$ cat src/rtl/ov7670_config_sequencer_pkg.sv
// Shared types and constants for the OV7670 configuration sequencer.
// Holds the FSM state enum, default table markers and entry field helpers.
package ov7670_cfg_pkg;

  localparam int DEF_REG_W   = 8;
  localparam int DEF_VAL_W   = 8;
  localparam int DEF_ENTRY_W = DEF_REG_W + DEF_VAL_W;

  localparam logic [DEF_ENTRY_W-1:0] DEF_END_MARK   = 16'hFFFF;
  localparam logic [DEF_ENTRY_W-1:0] DEF_DELAY_MARK = 16'hFFF0;

  typedef enum logic [2:0] {
    ST_IDLE      = 3'd0,
    ST_FETCH     = 3'd1,
    ST_DECODE    = 3'd2,
    ST_SEND      = 3'd3,
    ST_WAIT_DONE = 3'd4,
    ST_DELAY     = 3'd5,
    ST_DONE      = 3'd6,
    ST_ERROR     = 3'd7
  } cfg_state_t;

  // Field helpers for the default 8/8 entry layout {register, value}.
  function automatic logic [DEF_REG_W-1:0] entry_reg(input logic [DEF_ENTRY_W-1:0] e);
    return e[DEF_ENTRY_W-1:DEF_VAL_W];
  endfunction

  function automatic logic [DEF_VAL_W-1:0] entry_val(input logic [DEF_ENTRY_W-1:0] e);
    return e[DEF_VAL_W-1:0];
  endfunction

  function automatic logic [DEF_ENTRY_W-1:0] make_entry(input logic [DEF_REG_W-1:0] r,
                                                        input logic [DEF_VAL_W-1:0] v);
    return {r, v};
  endfunction

endpackage

$ cat src/rtl/ov7670_config_sequencer_if.sv
// SCCB write-request channel between the config sequencer and the SCCB master.
// req_valid/req_ready: a request transfers on a clock edge where both are high;
// once req_valid rises, it and req_reg/req_data stay stable until that transfer.
// wr_done pulses once per transferred request; wr_nack qualifies that pulse.
interface ov7670_config_sequencer_if #(
  parameter int REG_W = 8,
  parameter int VAL_W = 8
) ();

  logic             req_valid;
  logic             req_ready;
  logic [REG_W-1:0] req_reg;
  logic [VAL_W-1:0] req_data;
  logic             wr_done;
  logic             wr_nack;

  modport master (
    output req_valid, req_reg, req_data,
    input  req_ready, wr_done, wr_nack
  );

  modport slave (
    input  req_valid, req_reg, req_data,
    output req_ready, wr_done, wr_nack
  );

endinterface

$ cat src/rtl/cfg_delay_timer.sv
// Down-counter for DELAY table entries: load starts a CYCLES-long dwell and
// expired is high on the last cycle of that dwell while en is asserted.
module cfg_delay_timer #(
  parameter int CYCLES = 250000
) (
  input  logic clk,
  input  logic rst_n,
  input  logic load,
  input  logic en,
  output logic expired
);

  localparam int CNT_W = (CYCLES > 1) ? $clog2(CYCLES) : 1;
  localparam logic [CNT_W-1:0] LOAD_VAL = CNT_W'(CYCLES - 1);

  logic [CNT_W-1:0] count;

  always_ff @(posedge clk or negedge rst_n) begin
    if (!rst_n) begin
      count <= '0;
    end else if (load) begin
      count <= LOAD_VAL;
    end else if (en && (count != '0)) begin
      count <= count - CNT_W'(1);
    end
  end

  assign expired = en && (count == '0);

endmodule

$ cat src/rtl/ov7670_config_sequencer.sv
// Walks an external registered config ROM and issues one SCCB write per entry,
// honouring END/DELAY markers, NACK retries and a sticky done/err status.
module ov7670_config_sequencer
  import ov7670_cfg_pkg::*;
#(
  parameter int                         ADDR_W       = 8,
  parameter int                         REG_W        = 8,
  parameter int                         VAL_W        = 8,
  parameter logic [REG_W+VAL_W-1:0]     END_MARK     = DEF_END_MARK,
  parameter logic [REG_W+VAL_W-1:0]     DELAY_MARK   = DEF_DELAY_MARK,
  parameter int                         DELAY_CYCLES = 250000,
  parameter int                         MAX_RETRY    = 3
) (
  input  logic                   clk,
  input  logic                   rst_n,
  input  logic                   start,
  output logic [ADDR_W-1:0]      rom_addr,
  input  logic [REG_W+VAL_W-1:0] rom_data,
  ov7670_config_sequencer_if.master sccb,
  output logic                   busy,
  output logic                   done,
  output logic                   err,
  output logic [ADDR_W:0]        wr_count,
  output cfg_state_t             fsm_state
);

  localparam int ENTRY_W = REG_W + VAL_W;
  localparam int RETRY_W = (MAX_RETRY > 0) ? $clog2(MAX_RETRY + 1) : 1;
  localparam logic [RETRY_W-1:0] RETRY_LIM = RETRY_W'(MAX_RETRY);
  localparam logic [ADDR_W-1:0]  ADDR_LAST = '1;

  cfg_state_t         state, state_next;
  logic [RETRY_W-1:0] retry;

  logic is_end, is_delay, at_last, retry_left;
  logic start_walk, load_delay, latch_req, wr_ack, wr_retry, advance;
  logic delay_expired;

  assign is_end     = (rom_data == END_MARK);
  assign is_delay   = (rom_data == DELAY_MARK);
  assign at_last    = (rom_addr == ADDR_LAST);
  assign retry_left = (retry < RETRY_LIM);
  assign fsm_state  = state;

  cfg_delay_timer #(
    .CYCLES (DELAY_CYCLES)
  ) u_delay (
    .clk     (clk),
    .rst_n   (rst_n),
    .load    (load_delay),
    .en      (state == ST_DELAY),
    .expired (delay_expired)
  );

  always_ff @(posedge clk or negedge rst_n) begin
    if (!rst_n) begin
      state <= ST_IDLE;
    end else begin
      state <= state_next;
    end
  end

  always_comb begin
    state_next = state;
    case (state)
      ST_IDLE, ST_DONE, ST_ERROR: if (start) state_next = ST_FETCH;
      ST_FETCH:                   state_next = ST_DECODE;
      ST_DECODE: begin
        if (is_end)        state_next = ST_DONE;
        else if (is_delay) state_next = ST_DELAY;
        else               state_next = ST_SEND;
      end
      ST_SEND:                    if (sccb.req_ready) state_next = ST_WAIT_DONE;
      ST_WAIT_DONE: begin
        if (sccb.wr_done) begin
          if (!sccb.wr_nack) state_next = at_last ? ST_DONE : ST_FETCH;
          else if (retry_left) state_next = ST_SEND;
          else                 state_next = ST_ERROR;
        end
      end
      ST_DELAY:                   if (delay_expired) state_next = at_last ? ST_DONE : ST_FETCH;
      default:                    state_next = ST_IDLE;
    endcase
  end

  // Status and req_valid come straight from the registered state, so neither
  // req_ready nor wr_done can reach them combinationally.
  always_comb begin
    busy           = 1'b0;
    done           = 1'b0;
    err            = 1'b0;
    sccb.req_valid = 1'b0;
    start_walk     = 1'b0;
    load_delay     = 1'b0;
    latch_req      = 1'b0;
    wr_ack         = 1'b0;
    wr_retry       = 1'b0;
    advance        = 1'b0;
    case (state)
      ST_IDLE:  start_walk = start;
      ST_DONE: begin
        done       = 1'b1;
        start_walk = start;
      end
      ST_ERROR: begin
        err        = 1'b1;
        start_walk = start;
      end
      ST_FETCH: busy = 1'b1;
      ST_DECODE: begin
        busy       = 1'b1;
        load_delay = !is_end && is_delay;
        latch_req  = !is_end && !is_delay;
      end
      ST_SEND: begin
        busy           = 1'b1;
        sccb.req_valid = 1'b1;
      end
      ST_WAIT_DONE: begin
        busy     = 1'b1;
        wr_ack   = sccb.wr_done && !sccb.wr_nack;
        wr_retry = sccb.wr_done && sccb.wr_nack && retry_left;
        advance  = wr_ack;
      end
      ST_DELAY: begin
        busy    = 1'b1;
        advance = delay_expired;
      end
      default: ;
    endcase
  end

  // The table pointer never wraps: advancing from the last address ends the walk.
  always_ff @(posedge clk or negedge rst_n) begin
    if (!rst_n) begin
      rom_addr      <= '0;
      wr_count      <= '0;
      retry         <= '0;
      sccb.req_reg  <= '0;
      sccb.req_data <= '0;
    end else begin
      if (start_walk) begin
        rom_addr <= '0;
        wr_count <= '0;
        retry    <= '0;
      end
      if (advance && !at_last) begin
        rom_addr <= rom_addr + ADDR_W'(1);
      end
      if (wr_ack) begin
        wr_count <= wr_count + (ADDR_W + 1)'(1);
        retry    <= '0;
      end
      if (wr_retry) begin
        retry <= retry + RETRY_W'(1);
      end
      if (latch_req) begin
        sccb.req_reg  <= rom_data[ENTRY_W-1:VAL_W];
        sccb.req_data <= rom_data[VAL_W-1:0];
      end
    end
  end

endmodule

$ cat src/flat_wrapper.sv
// flat-port wrapper written by rule: the top's interface ports become plain ports
module ov7670_config_sequencer_flat import ov7670_cfg_pkg::*;
#(
  parameter int                         ADDR_W       = 8,
  parameter int                         REG_W        = 8,
  parameter int                         VAL_W        = 8,
  parameter logic [REG_W+VAL_W-1:0]     END_MARK     = DEF_END_MARK,
  parameter logic [REG_W+VAL_W-1:0]     DELAY_MARK   = DEF_DELAY_MARK,
  parameter int                         DELAY_CYCLES = 250000,
  parameter int                         MAX_RETRY    = 3
)
  (clk, rst_n, start, rom_addr, rom_data, busy, done, err, wr_count, fsm_state, sccb_req_valid, sccb_req_reg, sccb_req_data, sccb_req_ready, sccb_wr_done, sccb_wr_nack);
  ov7670_config_sequencer_if #(.REG_W(REG_W), .VAL_W(VAL_W)) sccb_i ();
  input  logic clk;
  input  logic rst_n;
  input  logic start;
  output logic [ADDR_W-1:0] rom_addr;
  input  logic [REG_W+VAL_W-1:0] rom_data;
  output logic busy;
  output logic done;
  output logic err;
  output logic [ADDR_W:0] wr_count;
  output cfg_state_t fsm_state;
  output wire logic [$bits(sccb_i.req_valid)-1:0] sccb_req_valid;
  output wire logic [$bits(sccb_i.req_reg)-1:0] sccb_req_reg;
  output wire logic [$bits(sccb_i.req_data)-1:0] sccb_req_data;
  input wire logic [$bits(sccb_i.req_ready)-1:0] sccb_req_ready;
  input wire logic [$bits(sccb_i.wr_done)-1:0] sccb_wr_done;
  input wire logic [$bits(sccb_i.wr_nack)-1:0] sccb_wr_nack;
  assign sccb_req_valid = sccb_i.req_valid;
  assign sccb_req_reg = sccb_i.req_reg;
  assign sccb_req_data = sccb_i.req_data;
  assign sccb_i.req_ready = sccb_req_ready;
  assign sccb_i.wr_done = sccb_wr_done;
  assign sccb_i.wr_nack = sccb_wr_nack;
  ov7670_config_sequencer #(.ADDR_W(ADDR_W), .REG_W(REG_W), .VAL_W(VAL_W), .END_MARK(END_MARK), .DELAY_MARK(DELAY_MARK), .DELAY_CYCLES(DELAY_CYCLES), .MAX_RETRY(MAX_RETRY)) u_core (.clk(clk), .rst_n(rst_n), .start(start), .rom_addr(rom_addr), .rom_data(rom_data), .sccb(sccb_i), .busy(busy), .done(done), .err(err), .wr_count(wr_count), .fsm_state(fsm_state));
endmodule
$ cat config.mk
export PLATFORM = sky130hd
export DESIGN_NAME = ov7670_config_sequencer_flat
export DESIGN_NICKNAME = d
export VERILOG_FILES = /design/src/rtl/ov7670_config_sequencer_pkg.sv /design/src/rtl/ov7670_config_sequencer_if.sv /design/src/rtl/cfg_delay_timer.sv /design/src/rtl/ov7670_config_sequencer.sv /design/src/flat_wrapper.sv
export SDC_FILE = /design/constraint.sdc
export NUM_CORES = 1
export LEC_CHECK = 0
export ABC_AREA = 0
export BUFFER_PORTS_ARGS = -buffer_cell sky130_fd_sc_hd__buf_2
export CAP_MARGIN = 10
export CORE_ASPECT_RATIO = 2
export CORE_MARGIN = 5
export CORE_UTILIZATION = 45
export CTS_BUF_LIST = sky130_fd_sc_hd__clkbuf_16
export CTS_CLUSTER_SIZE = 40
export DETAILED_ROUTE_END_ITERATION = 8
export GPL_TIMING_DRIVEN = 0
export PLACE_DENSITY_LB_ADDON = 0.05
export SKIP_CTS_REPAIR_TIMING = 1
export SLEW_MARGIN = 25
export SYNTH_ARGS = -nofsm -noshare
export SYNTH_HDL_FRONTEND = slang
export SYNTH_SLANG_ARGS = --single-unit
$ cat constraint.sdc
create_clock -name clk -period 5.95 [get_ports clk]
set_input_delay 0.8925 -clock clk [delete_from_list [all_inputs] [get_ports clk]]
set_output_delay 0.8925 -clock clk [all_outputs]
set_load 0.05 [all_outputs]
==> results.md <==
* Via Count at 2463
* Detail Placement HPWL at 5130 um
* Seq/Total Area, Yosys at 0.471
* Area contributors post-synth: dfrtp_1 (47%), mux2_2 (7.2%), nand2_1 (3.7%)
* Largest net degree at the start of global routing at 57
* Post-layout min period at 2.46 ns
* Top post-synthesis cells by count: dfrtp_1 (56), nand2_1 (29), nor2_1 (24)
* Status: complete, no violations
* Clk pwr share at 0.207
* Layout cells sized above 1 at 0.291
* Highest clock rate at just over 400 MHz
* Worst hold path cell count at 1
* DR DRC count at 0
* Starting Density at 0.456
* CTS max path bufs at 2
* Worst hold-check path type: reg2reg
* Clock slew at reported path FFs at 0.07 ns
* Die area at between 8000 and 9000 sq um
* Pwr Density at around 450 nW/um^2
* Row cnt at 42
* Gate Count Post-Synth at between 200 and 300
* Final setup viols at 0
* Routed WL at just under 7000 um
* Top-Level Pins at 62
* Busiest layer in global routing: met2
* Sequential power share at 0.340
* Dominant synthesized flop cell: dfrtp_1
* Worst setup EP type: output pin
* GRT Total Usage at 0.173
* Met3 Resource Use GR at 0.0458
* Leak pwr at ~1.5 nW
* Area leader, netlist: dfrtp_1
* Mapped Area at between 2000 and 3000 sq um
* Number of CTS-inserted buffers at 5
* Synthesized flop and latch total at 56
* Core area at between 6000 and 7000 sq um
* Synth warnings at 0
* Biggest regs: u_core.u_delay.count: 18 flops, u_core.wr_count: 9 flops
* Share of the synthesized area in the top cell type at 0.471
* Grt met1 use at 0.230
* Hold Startpoint: u_core.wr_count[8]
* Largest reg by FF count: u_core.u_delay.count
* P_sw at just over 0.7 mW
* Ant diodes at 0
* Die Wd at just under 70 um
* Sink Count at 56
* Worst slew pin tran at between 0.7 and 0.8 ns
* Mean Syn Cell Area at between 10 and 15 sq um
* Setup TNS Final at 0 ns
* Final Skew at around 0.0045 ns
* Fin. max-slew vios at 0
* Via density at between 5 and 6
* Final net count at ~380
* FF-to-FF path depth at 7
* Critical path data arrival time at around 1.6 ns
* Final Cell Area at approximately 3600 sq um
* Initial antenna violation count at 0
* EDFF count, synth at 0
* Top-count cell post-synth: dfrtp_1
* Combinational share of power at 0.454
* Wire length of the first global-routing pass at about 12000 um
* Iter 0 DRT Violations at 183
* Synth cell types at 54
* Core Util, Final at 0.546
* CP max FO at 10
* Max-Cap Viols at 0
* Die height at 125 um
* Pint at approximately 0.88 mW
* Worst VDD drop at between 0.2 and 0.3 mV
* Origin of the critical flop-to-flop path: u_core.u_delay.count[0]
* Tcrit/Tclk final at 0.413
* TritonCTS clock tree: built
* H-Tree Depth at 2
* Post-synth net total at approximately 320
* Area Overhead vs Synth at 19.7%
* Met2 usage at 0.264
* Switching portion of total power at 0.446
* Grt total ovfl at 0
* Async SR Flop Fraction at 1.00
* Vias in the first global route at ~2500
* Port-buffer cells at just over 60
* Required @ worst endpoint at ~5 ns
* Max reg flops at 18
* Placed Instance Area at about 3400 sq um
* CP Class: reg2out
* Root buffer cell: clkbuf_16
* Number of routed nets with antenna violations at 0
* RSZ-0062 raised after global routing: false
* Worst slew margin at 0.474
* PnR Total Power at roughly 1.6 mW
* Routability cong. at around 0.84
* Worst hold endpoint: u_core.wr_count[8]
* First drt pass iteration count at 4
* Hold Violations, Final at 0
* Clock latency at the later pin of the worst-skew pair at between 0.2 and 0.3 ns
* Reg2reg setup slack at between 3 and 4 ns
* CP startpoint kind: flip-flop
* Worst r2r dst: u_core.fsm_state[0]
* Drt wl/cell at between 15 and 20 um
[per-stage QoR]
stage / hold slack (ns) / std cells / setup WS, ns
CTS: 0.474 / 445 / 3.48
finish: 0.468 / 445 / 3.49
floorplan: 0.463 / 288 / 3.38
global placement: 0.456 / 437 / 3.22
detailed placement: 0.465 / 437 / 3.20
global route: 0.498 / 445 / 3.27
[cells in the final DEF (no fill, tap or decap), drive strengths merged, types with 2 or more instances in the layout]
cell type,n
o21a,2
dfrtp,56
xnor2,2
nor2,26
and4b,3
o211ai,3
o21ai,18
a211o,2
or4,5
nand2,29
and4,5
and3,8
nand4,9
a311oi,2
nand3b,2
inv,5
o31ai,2
nand2b,2
nor3,6
and2,3
clkbuf,11
mux2i,7
xor2,12
nor2b,3
nor4,5
nand3,16
nor3b,3
buf,64
or2,2
a22o,2
a21oi,5
ha,5
and3b,2
mux2,19
[layout make-up]
| cell class | count | area, sq um |
|---|---|---|
| Buffer | 9 | 46.3 |
| Clock buffer | 5 | 125 |
| Clock inverter | 3 | 42.5 |
| Fill cell | 637 | 2960 |
| Inverter | 5 | 18.8 |
| Multi-Input combinational cell | 218 | 1510 |
| Sequential cell | 56 | 1400 |
| Tap cell | 88 | 110 |
| Timing Repair Buffer | 61 | 308 |
[worst max path at each step]
| stage | cells after the start | start | endpoint |
|---|---|---|---|
| finish | 3 | u_core.fsm_state[1] | err |
| global route | 7 | rom_data[6] | u_core.u_delay.count[13] |
| detailed placement | 7 | rom_data[9] | u_core.u_delay.count[13] |
| floorplan | 3 | u_core.fsm_state[1] | sccb_req_valid |
| global placement | 6 | rom_data[0] | u_core.sccb.req_data[0] |
| CTS | 3 | u_core.fsm_state[0] | err |
[cells by family after synthesis]
family,synth area share
AND/OR/NAND/NOR,0.261
flip-flops,0.471
AO/OA/AOI/OAI,0.0875
multiplexers,0.0955
XOR/XNOR,0.0412
buffers and inverters,0.0219
adder cells (fa/ha/maj),0.0210
[power groups by stage]
stage	combinational, mW	sequential, mW	clock (mW)
3_5_place_dp	0.731	0.546	0
6_report	0.724	0.543	0.330
5_1_grt	0.779	0.557	0.352
2_1_floorplan	0.303	0.791	0
3_3_place_gp	0.718	0.541	0
4_1_cts	0.731	0.543	0.340
[worst max-delay path: stages, from the launching register on]
cell,delay [ns]
dfrtp_1,0.46
clkbuf_1,0.35
and3_1,0.21
buf_2,0.26
[metal layers]
layer / vias to the layer above / part of all wire
met1: 1184 / 0.45
met2: 78 / 0.47
li1: 1192 / -
met3: 9 / 0.061
met5: - / 0
met4: 0 / 0.017
No activity file was read; power rests on OpenSTA's default activity.
